**src/rtl/tl_ul_pkg.sv**
```systemverilog
// Shared TileLink-UL definitions: default field widths, channel opcodes and
// the arbiter FSM encoding.
package tl_ul_pkg;

    localparam int unsigned TL_ADDR_WIDTH_DEF   = 64;
    localparam int unsigned TL_DATA_WIDTH_DEF   = 64;
    localparam int unsigned TL_SOURCE_WIDTH_DEF = 3;
    localparam int unsigned TL_SINK_WIDTH_DEF   = 3;
    localparam int unsigned TL_OPCODE_WIDTH_DEF = 3;
    localparam int unsigned TL_PARAM_WIDTH_DEF  = 3;
    localparam int unsigned TL_SIZE_WIDTH_DEF   = 8;
    localparam int unsigned NUM_MASTERS_DEF     = 2;
    localparam int unsigned TXN_COUNT_WIDTH     = 16;

    localparam logic [TL_OPCODE_WIDTH_DEF-1:0] PUT_FULL_DATA_A    = 3'd0;
    localparam logic [TL_OPCODE_WIDTH_DEF-1:0] PUT_PARTIAL_DATA_A = 3'd1;
    localparam logic [TL_OPCODE_WIDTH_DEF-1:0] GET_A              = 3'd4;
    localparam logic [TL_OPCODE_WIDTH_DEF-1:0] ACCESS_ACK_D       = 3'd0;
    localparam logic [TL_OPCODE_WIDTH_DEF-1:0] ACCESS_ACK_DATA_D  = 3'd1;

    typedef enum logic [1:0] {
        ST_IDLE     = 2'd0,
        ST_REQUEST  = 2'd1,
        ST_RESPONSE = 2'd2
    } arb_state_t;

endpackage

```
**src/rtl/tl_ul_rr_picker.sv**
```systemverilog
// Round-robin pick: first asserted request at or after rr_ptr, wrapping.
module tl_ul_rr_picker #(
    parameter int unsigned N = 2
) (
    input  logic [N-1:0]         req,
    input  logic [$clog2(N)-1:0] rr_ptr,
    output logic                 any,
    output logic [$clog2(N)-1:0] idx
);

    localparam int unsigned IW = $clog2(N);

    logic [31:0] slot;
    logic        found;

    always_comb begin
        any   = |req;
        idx   = '0;
        slot  = '0;
        found = 1'b0;
        for (int unsigned k = 0; k < N; k++) begin
            slot = (32'(rr_ptr) + k) % N;
            if (!found && req[slot[IW-1:0]]) begin
                found = 1'b1;
                idx   = slot[IW-1:0];
            end
        end
    end

endmodule

```
**src/rtl/tilelink_ul_arbiter.sv**
```systemverilog
// N-to-1 TileLink-UL arbiter with one outstanding transaction, round-robin
// grant, and D-channel routing back to the latched owner.
module tilelink_ul_arbiter
    import tl_ul_pkg::*;
#(
    parameter int unsigned TL_ADDR_WIDTH   = TL_ADDR_WIDTH_DEF,
    parameter int unsigned TL_DATA_WIDTH   = TL_DATA_WIDTH_DEF,
    parameter int unsigned TL_STRB_WIDTH   = TL_DATA_WIDTH / 8,
    parameter int unsigned TL_SOURCE_WIDTH = TL_SOURCE_WIDTH_DEF,
    parameter int unsigned TL_SINK_WIDTH   = TL_SINK_WIDTH_DEF,
    parameter int unsigned TL_OPCODE_WIDTH = TL_OPCODE_WIDTH_DEF,
    parameter int unsigned TL_PARAM_WIDTH  = TL_PARAM_WIDTH_DEF,
    parameter int unsigned TL_SIZE_WIDTH   = TL_SIZE_WIDTH_DEF,
    parameter int unsigned NUM_MASTERS     = NUM_MASTERS_DEF
) (
    input  logic                                     clk,
    input  logic                                     rst,

    input  logic [NUM_MASTERS-1:0]                   m_a_valid,
    output logic [NUM_MASTERS-1:0]                   m_a_ready,
    input  logic [NUM_MASTERS*TL_OPCODE_WIDTH-1:0]   m_a_opcode,
    input  logic [NUM_MASTERS*TL_PARAM_WIDTH-1:0]    m_a_param,
    input  logic [NUM_MASTERS*TL_ADDR_WIDTH-1:0]     m_a_address,
    input  logic [NUM_MASTERS*TL_SIZE_WIDTH-1:0]     m_a_size,
    input  logic [NUM_MASTERS*TL_STRB_WIDTH-1:0]     m_a_mask,
    input  logic [NUM_MASTERS*TL_DATA_WIDTH-1:0]     m_a_data,
    input  logic [NUM_MASTERS*TL_SOURCE_WIDTH-1:0]   m_a_source,

    output logic [NUM_MASTERS-1:0]                   m_d_valid,
    input  logic [NUM_MASTERS-1:0]                   m_d_ready,
    output logic [TL_OPCODE_WIDTH-1:0]               m_d_opcode,
    output logic [TL_PARAM_WIDTH-1:0]                m_d_param,
    output logic [TL_SIZE_WIDTH-1:0]                 m_d_size,
    output logic [TL_SINK_WIDTH-1:0]                 m_d_sink,
    output logic [TL_SOURCE_WIDTH-1:0]               m_d_source,
    output logic [TL_DATA_WIDTH-1:0]                 m_d_data,
    output logic                                     m_d_error,

    output logic                                     s_a_valid,
    input  logic                                     s_a_ready,
    output logic [TL_OPCODE_WIDTH-1:0]               s_a_opcode,
    output logic [TL_PARAM_WIDTH-1:0]                s_a_param,
    output logic [TL_ADDR_WIDTH-1:0]                 s_a_address,
    output logic [TL_SIZE_WIDTH-1:0]                 s_a_size,
    output logic [TL_STRB_WIDTH-1:0]                 s_a_mask,
    output logic [TL_DATA_WIDTH-1:0]                 s_a_data,
    output logic [TL_SOURCE_WIDTH-1:0]               s_a_source,

    input  logic                                     s_d_valid,
    output logic                                     s_d_ready,
    input  logic [TL_OPCODE_WIDTH-1:0]               s_d_opcode,
    input  logic [TL_PARAM_WIDTH-1:0]                s_d_param,
    input  logic [TL_SIZE_WIDTH-1:0]                 s_d_size,
    input  logic [TL_SINK_WIDTH-1:0]                 s_d_sink,
    input  logic [TL_SOURCE_WIDTH-1:0]               s_d_source,
    input  logic [TL_DATA_WIDTH-1:0]                 s_d_data,
    input  logic                                     s_d_error,

    output logic [$clog2(NUM_MASTERS)-1:0]           grant_idx,
    output logic                                     busy,
    output logic [TXN_COUNT_WIDTH-1:0]               txn_count
);

    localparam int unsigned IW = $clog2(NUM_MASTERS);

    arb_state_t                 state, state_d;
    logic [IW-1:0]              rr_ptr, rr_ptr_d;
    logic [IW-1:0]              grant_d;
    logic [TXN_COUNT_WIDTH-1:0] txn_d;
    logic                       pick_any;
    logic [IW-1:0]              pick_idx;
    logic [31:0]                gsel;

    tl_ul_rr_picker #(
        .N(NUM_MASTERS)
    ) u_picker (
        .req    (m_a_valid),
        .rr_ptr (rr_ptr),
        .any    (pick_any),
        .idx    (pick_idx)
    );

    // State register; busy tracks the registered state directly.
    always_ff @(posedge clk or negedge rst) begin
        if (!rst) begin
            state     <= ST_IDLE;
            rr_ptr    <= '0;
            grant_idx <= '0;
            txn_count <= '0;
            busy      <= 1'b0;
        end else begin
            state     <= state_d;
            rr_ptr    <= rr_ptr_d;
            grant_idx <= grant_d;
            txn_count <= txn_d;
            busy      <= (state_d != ST_IDLE);
        end
    end

    // Next-state: the owner is latched in IDLE and held until the D beat.
    always_comb begin
        state_d  = state;
        rr_ptr_d = rr_ptr;
        grant_d  = grant_idx;
        txn_d    = txn_count;
        unique case (state)
            ST_IDLE: begin
                if (pick_any) begin
                    grant_d = pick_idx;
                    state_d = ST_REQUEST;
                end
            end
            ST_REQUEST: begin
                if (s_a_valid && s_a_ready) begin
                    state_d = ST_RESPONSE;
                end
            end
            ST_RESPONSE: begin
                if (s_d_valid && s_d_ready) begin
                    state_d  = ST_IDLE;
                    rr_ptr_d = (grant_idx == IW'(NUM_MASTERS - 1)) ? '0 : grant_idx + 1'b1;
                    txn_d    = txn_count + 1'b1;
                end
            end
            default: state_d = ST_IDLE;
        endcase
    end

    assign gsel = 32'(grant_idx);

    // Handshake steering; A fields always track the owner, valid gates use.
    always_comb begin
        s_a_opcode  = m_a_opcode [gsel*TL_OPCODE_WIDTH +: TL_OPCODE_WIDTH];
        s_a_param   = m_a_param  [gsel*TL_PARAM_WIDTH  +: TL_PARAM_WIDTH];
        s_a_address = m_a_address[gsel*TL_ADDR_WIDTH   +: TL_ADDR_WIDTH];
        s_a_size    = m_a_size   [gsel*TL_SIZE_WIDTH   +: TL_SIZE_WIDTH];
        s_a_mask    = m_a_mask   [gsel*TL_STRB_WIDTH   +: TL_STRB_WIDTH];
        s_a_data    = m_a_data   [gsel*TL_DATA_WIDTH   +: TL_DATA_WIDTH];
        s_a_source  = m_a_source [gsel*TL_SOURCE_WIDTH +: TL_SOURCE_WIDTH];
        s_a_valid   = 1'b0;
        m_a_ready   = '0;
        s_d_ready   = 1'b0;
        m_d_valid   = '0;
        if (state == ST_REQUEST) begin
            s_a_valid            = m_a_valid[grant_idx];
            m_a_ready[grant_idx] = s_a_ready;
        end
        if (state == ST_RESPONSE) begin
            m_d_valid[grant_idx] = s_d_valid;
            s_d_ready            = m_d_ready[grant_idx];
        end
    end

    assign m_d_opcode = s_d_opcode;
    assign m_d_param  = s_d_param;
    assign m_d_size   = s_d_size;
    assign m_d_sink   = s_d_sink;
    assign m_d_source = s_d_source;
    assign m_d_data   = s_d_data;
    assign m_d_error  = s_d_error;

endmodule

```
**config.mk**
```make
export PLATFORM = sky130hd
export DESIGN_NAME = tilelink_ul_arbiter
export DESIGN_NICKNAME = d
export VERILOG_FILES = /design/src/rtl/tl_ul_pkg.sv /design/src/rtl/tl_ul_rr_picker.sv /design/src/rtl/tilelink_ul_arbiter.sv
export SDC_FILE = /design/constraint.sdc
export NUM_CORES = 1
export LEC_CHECK = 0
export BUFFER_PORTS_ARGS = -buffer_cell sky130_fd_sc_hd__buf_4
export CORE_AREA = 2 2 261 263
export DETAILED_ROUTE_END_ITERATION = 10
export DIE_AREA = 0 0 263 265
export MAX_ROUTING_LAYER = met4
export PLACE_DENSITY = 0.35
export SYNTH_ARGS = -nofsm -noshare
export SYNTH_HDL_FRONTEND = slang
export SYNTH_SLANG_ARGS = --single-unit
```
**constraint.sdc**
```tcl
create_clock -name clk -period 2.62 [get_ports clk]
set_input_delay 0.131 -clock clk [delete_from_list [all_inputs] [get_ports clk]]
set_output_delay 0.131 -clock clk [all_outputs]
set_load 0.02 [all_outputs]
```
* Word-level counts from Yosys, hierarchy flattened *
Cells that the tools add are included.

storage, ports and cells
  register bits = 21
  bits of input ports = 399
  output and inout bits = 262
  logic and storage cells = 56

operators by class
  add/subtract/negate cells = 3
  $mul = 1
  magnitude comparators = 4
  equality and inequality tests = 2
  shift operators = 7
  mux-type cells = 22
  bitwise logic cells = 2
  reduce and logical (&&, ||, !) cells = 10

operators with widths
  cell                                                        count
  indexed part select 128 x 8 -> 64 bit                       2
  indexed part select 6 x 33 -> 3 bit                         2
  indexed part select 16 x 5 -> 8 bit                         2
  adder 16 x 1 -> 16 bit, second input constant               1
  2-to-1 mux 1 bit                                            15
  2-to-1 mux 2 bit                                            5
  less-than comparator 1 x 2 -> 1 bit, second input constant  3
  one-hot mux 2 bit (3 select lines)                          1
  indexed part select 6 x 4 -> 3 bit                          1
  bitwise AND 2 bit                                           2
  logical AND 1 bit                                           4
  AND reduction 2 bit                                         2
  multiplier 1 x 2 -> 3 bit, second input constant            1
  adder 1 bit, second input constant                          2
  equality test 2 x 1 -> 1 bit, second input constant         1
  equality test 2 bit, second input constant                  1
  zero test 2 bit                                             1
  nonzero test 2 bit                                          1
  OR reduction 2 bit                                          1
  demux 1 bit (select 1 bit)                                  1
  greater-or-equal comparator 1 bit, second input constant    1
  zero test 1 bit                                             1

* Depth between registers and ports, before layout *
  word-level depth = 7
  gate-level depth with buffers = 5
  depth with buffers taken out = 4

* By module *
From an unflattened synthesis, not the netlist that was laid out.

unflattened totals
  cells, all modules = 353
  area, all modules = 3,495.9 µm²

by module, submodules not included
  module               instances  cells each  area an instance (µm²)  sequential area each (µm²)
  tilelink_ul_arbiter  1          350         3,478.3                 525.5
  tl_ul_rr_picker      1          3           17.5                    0.0

* Worst setup path before layout *
No wires, ideal clock.

  path type = register -> output
  start = reg grant_idx
  end = out m_a_ready[1]
  arrival time = 1.627 ns
  data required time = 2.489 ns
  path slack = 0.862 ns
  cell stages (with the launch flop) = 6
  cell sequence = dfrtp_1 buf_4 buf_2 buf_2 inv_1 nor3_1

on the way
  cells in the longest elaborated chain, start to end = 6
  elaborated cells between the ends (all ways) = 7

RTL lines
  element                                                                                                         RTL line                    RTL
  from (decl)                                                                                                     tilelink_ul_arbiter.sv:59   output logic [$clog2(NUM_MASTERS)-1:0] grant_idx,
  from (signal assigned)                                                                                          tilelink_ul_arbiter.sv:94   grant_idx <= grant_d;
  less-than comparator 1 x 2 -> 1 bit (not written as such) or greater-or-equal comparator 1 bit (tied branches)  tilelink_ul_arbiter.sv:146  m_a_ready[grant_idx] = s_a_ready;
  logical AND 1 bit (not written as such)                                                                         tilelink_ul_arbiter.sv:146
  2-to-1 mux 1 bit (not written as such)                                                                          tilelink_ul_arbiter.sv:146
  demux 1 bit (select 1 bit) *                                                                                    tilelink_ul_arbiter.sv:146
  bitwise AND 2 bit (no source line) *                                                                            -
  2-to-1 mux 2 bit *                                                                                              tilelink_ul_arbiter.sv:144  if (state == ST_REQUEST) begin
  to (decl)                                                                                                       tilelink_ul_arbiter.sv:20   output logic [NUM_MASTERS-1:0] m_a_ready,

Mark *: on every way between the ends. The rest lies on a longest branch, timed or not.

* Worst setup path after layout *
  start = reg grant_idx
  end = out s_a_address[20]

on the way
  cells in the longest elaborated chain, start to end = 1

RTL lines
  element                                RTL line                    RTL
  indexed part select 128 x 8 -> 64 bit  tilelink_ul_arbiter.sv:135  s_a_address = m_a_address[gsel*TL_ADDR_WIDTH +: TL_ADDR_WIDTH];
  to (decl)                              tilelink_ul_arbiter.sv:43   output logic [TL_ADDR_WIDTH-1:0] s_a_address,

No other way between the ends.

==> key figures <==
Power
  – Leakage: 3.486 nW
  – Peak supply drop: 376.8 uV
  – Cell Pwr Density: 738.0 nW/um2
  – Final Power: 5.650 mW

CTS
  – Total clock buffers created by CTS: 3
  – Worst-path clk slew: 60 ps
  – Clock Tree Buf Depth: 2
  – CTS tree: yes
  – Root buffer cell: clkbuf_16
  – TritonCTS Sinks: 21
  – H-tree depth: 1
  – Worst-Skew Late Latency: 250 ps

Detailed routing
  – Via/cell ratio: 2.652
  – Drt pass-1 iters: 4
  – Vias: 4291
  – DRT Wirelength: 26420 um
  – Antenna Nets Post-Route: 0
  – DRC viols: 0
  – Wire length per cell: 16.33 um
  – First DRT Iteration DRCs: 88

Cells and area
  – Synthesis-to-finish area growth: 121.4%
  – Most frequent cells in the layout: buf_4, mux2_2, dfrtp_1, xnor2_1
  – Final net count: 1139
  – Share of layout cells above drive strength 1: 0.8930
  – Commonest non-fill, non-tap cell in the layout: buf_4
  – Layout fillers: 7701

Floorplan
  – Die area: 69700 um2
  – Row cnt: 95
  – Ports: 661
  – DIE WIDTH: 263 um
  – Die H: 265 um
  – Initial Util: 0.05177
  – Core ar.: 66800 um2

Worst setup path
  – Max incr delay on CP: 660 ps
  – Worst Path Arrival: 2010 ps
  – R2r worst-path depth: 3
  – CP startpoint kind: flop
  – Setup crit end kind: output port
  – Critical path, cell by cell: buf_12, mux2_2, buf_4
  – CP Class: reg2out
  – Worst-path maximum fanout: 69
  – Slowest CP cell: dfrtp_4
  – Data required, critical path: 2490 ps

Place
  – Input/output buffers: 490
  – GPL Wtd Cong: 0.8933
  – HPWL Detailed: 23640 um

Global route
  – GR Overflow Total: 0
  – GRT Overall Usage: 0.07060
  – Initial antenna violation count: 7
  – First-pass GRT wire length: 34020 um
  – Vias in the first global route: 4550
  – Largest net degree at the start of global routing: 70

STA
  – Final worst-path cycle share: 0.8173
  – Final setup fails: 0
  – Tightest Pin Transition: 482.4 ps
  – Final hold violations: 0
  – Setup TNS: 0 ps
  – Pins Over Slew Limit: 0
  – RSZ-0062 raised after global routing: no
  – Slew Limit Headroom: 0.6784
  – Fmax: 467.0 MHz
  – Fin Clk Skew: 2.846 ps
  – Min Tclk post-route: 2141 ps

Outcome
  – Status: finished clean

Worst hold path
  – Hold path depth: 2
  – Worst Hold Class: in2reg

Yosys
  – Ys Warns: 0
  – Cell count after synthesis: 344
  – Netlist Area Pre-Place: 3458 um2
  – Register area share after synthesis: 0.1520
  – Post-Syn Area per Cell: 10.05 um2
  – Synthesized flop and latch total: 21
  – Synth unique cells: 28
  – Mapped Nets: 744

Job
  – Max-Cap Viols: 0
[sequential cells by signal, indices dropped and copies added (netlist names)]
register and cells:
rr_ptr 1, txn_count 16, grant_idx 1, state 2
busy 1
[path summary, 6_finish.rpt]
path                              start              end  slack, ps
setup / recovery              grant_idx  s_a_address[20]        480
hold / removal             m_a_valid[0]        grant_idx        100
setup reg to reg              grant_idx     txn_count[1]        820
hold reg to reg            txn_count[5]     txn_count[5]        500
max in group asynchronous           rst        grant_idx       2060
min in group asynchronous           rst    txn_count[10]        300
[cells by family (layout without fill, tap and decap cells)]
kind of cell | Yosys count | after routing | synth area share
AOI/OAI and AO/OA | 4 | 4 | 0.007599
xor gates and xnor gates | 15 | 15 | 0.03799
adders and majority gates | 1 | 1 | 0.003617
buffers and inverters | 106 | 500 | 0.2149
DFF | 21 | 21 | 0.1520
muxes | 157 | 157 | 0.5141
other | 0 | 7 | 0
and+or+nand+nor | 40 | 40 | 0.06983
[synth_stat cells]
cell,n,area share
and4_1,1,0.0025
dfrtp_1,21,0.15
nand3b_2,1,0.0033
nor3b_4,1,0.0054
nor3b_1,1,0.0022
o32ai_1,1,0.0025
inv_1,1,0.0011
mux2i_4,1,0.0065
nor3_4,1,0.0047
buf_4,86,0.19
ha_1,1,0.0036
nand2b_1,1,0.0018
xor2_1,2,0.0051
nand3_1,7,0.010
a21oi_1,1,0.0014
nor2_1,6,0.0065
mux2i_1,1,0.0029
nand4_1,4,0.0072
mux2_2,155,0.50
and3_1,5,0.0090
clkbuf_1,1,0.0011
nor3_1,4,0.0058
a31oi_1,1,0.0018
o22ai_1,1,0.0018
xnor2_1,13,0.033
nor4_2,1,0.0036
nand2_1,7,0.0076
buf_2,18,0.026
[routing by layer]
metal	vias to the layer above	wire, um	global-route usage
met1	1901	10230	0.07814
met5	-	0	-
met2	444	12240	0.1158
met4	0	558	0.01606
met3	18	3383	0.03233
li1	1928	-	-
[power breakdown]
group | switching (mW) | leakage (nW) | internal (mW)
logic | 2.48 | 3.17 | 2.30
clock network | 0.122 | 0.0409 | 0.205
registers | 0.156 | 0.279 | 0.385
total | 2.76 | 3.49 | 2.89
[per-stage QoR]
| step | std cells | util | setup slack [ps] | area, um2 | hold WS [ps] |
|---|---|---|---|---|---|
| floorplan | 344 | - | 861.7 | 3458 | -164.6 |
| global placement | 1606 | 0.1130 | 699.5 | 7548 | 38.24 |
| detailed placement | 1606 | 0.1130 | 686.6 | 7548 | 45.55 |
| CTS | 1611 | 0.1143 | 402.9 | 7639 | 93.23 |
| global route | 1616 | 0.1145 | 401.3 | 7651 | 108.9 |
| finish | 1618 | 0.1146 | 478.6 | 7656 | 97.88 |
[critical path, delay by kind of cell, from the launching register on]
kind	cells	cell delay (ps)
mux	1	440
buf+inv	2	500
flops	1	660
[what timing repair did]
item,CTS,global route
endpoints found under the hold margin,21,0
hold buffers,1,0
resized for setup,0,0
setup endpoints to repair,0,0
setup buffers,0,0
[cell type report]
class | instances | area (um2) | area share
Antenna cell | 7 | 17.52 | 0.002288
Clock buffer | 3 | 75.07 | 0.009806
Clock inverter | 1 | 5.005 | 0.0006537
Inverter | 1 | 3.754 | 0.0004903
Multi-Input combinational cell | 217 | 2190 | 0.2860
Sequential cell | 21 | 529.3 | 0.06913
Tap cell | 873 | 1092 | 0.1427
Timing Repair Buffer | 495 | 3744 | 0.4890
(Power assumes the default switching activity.)
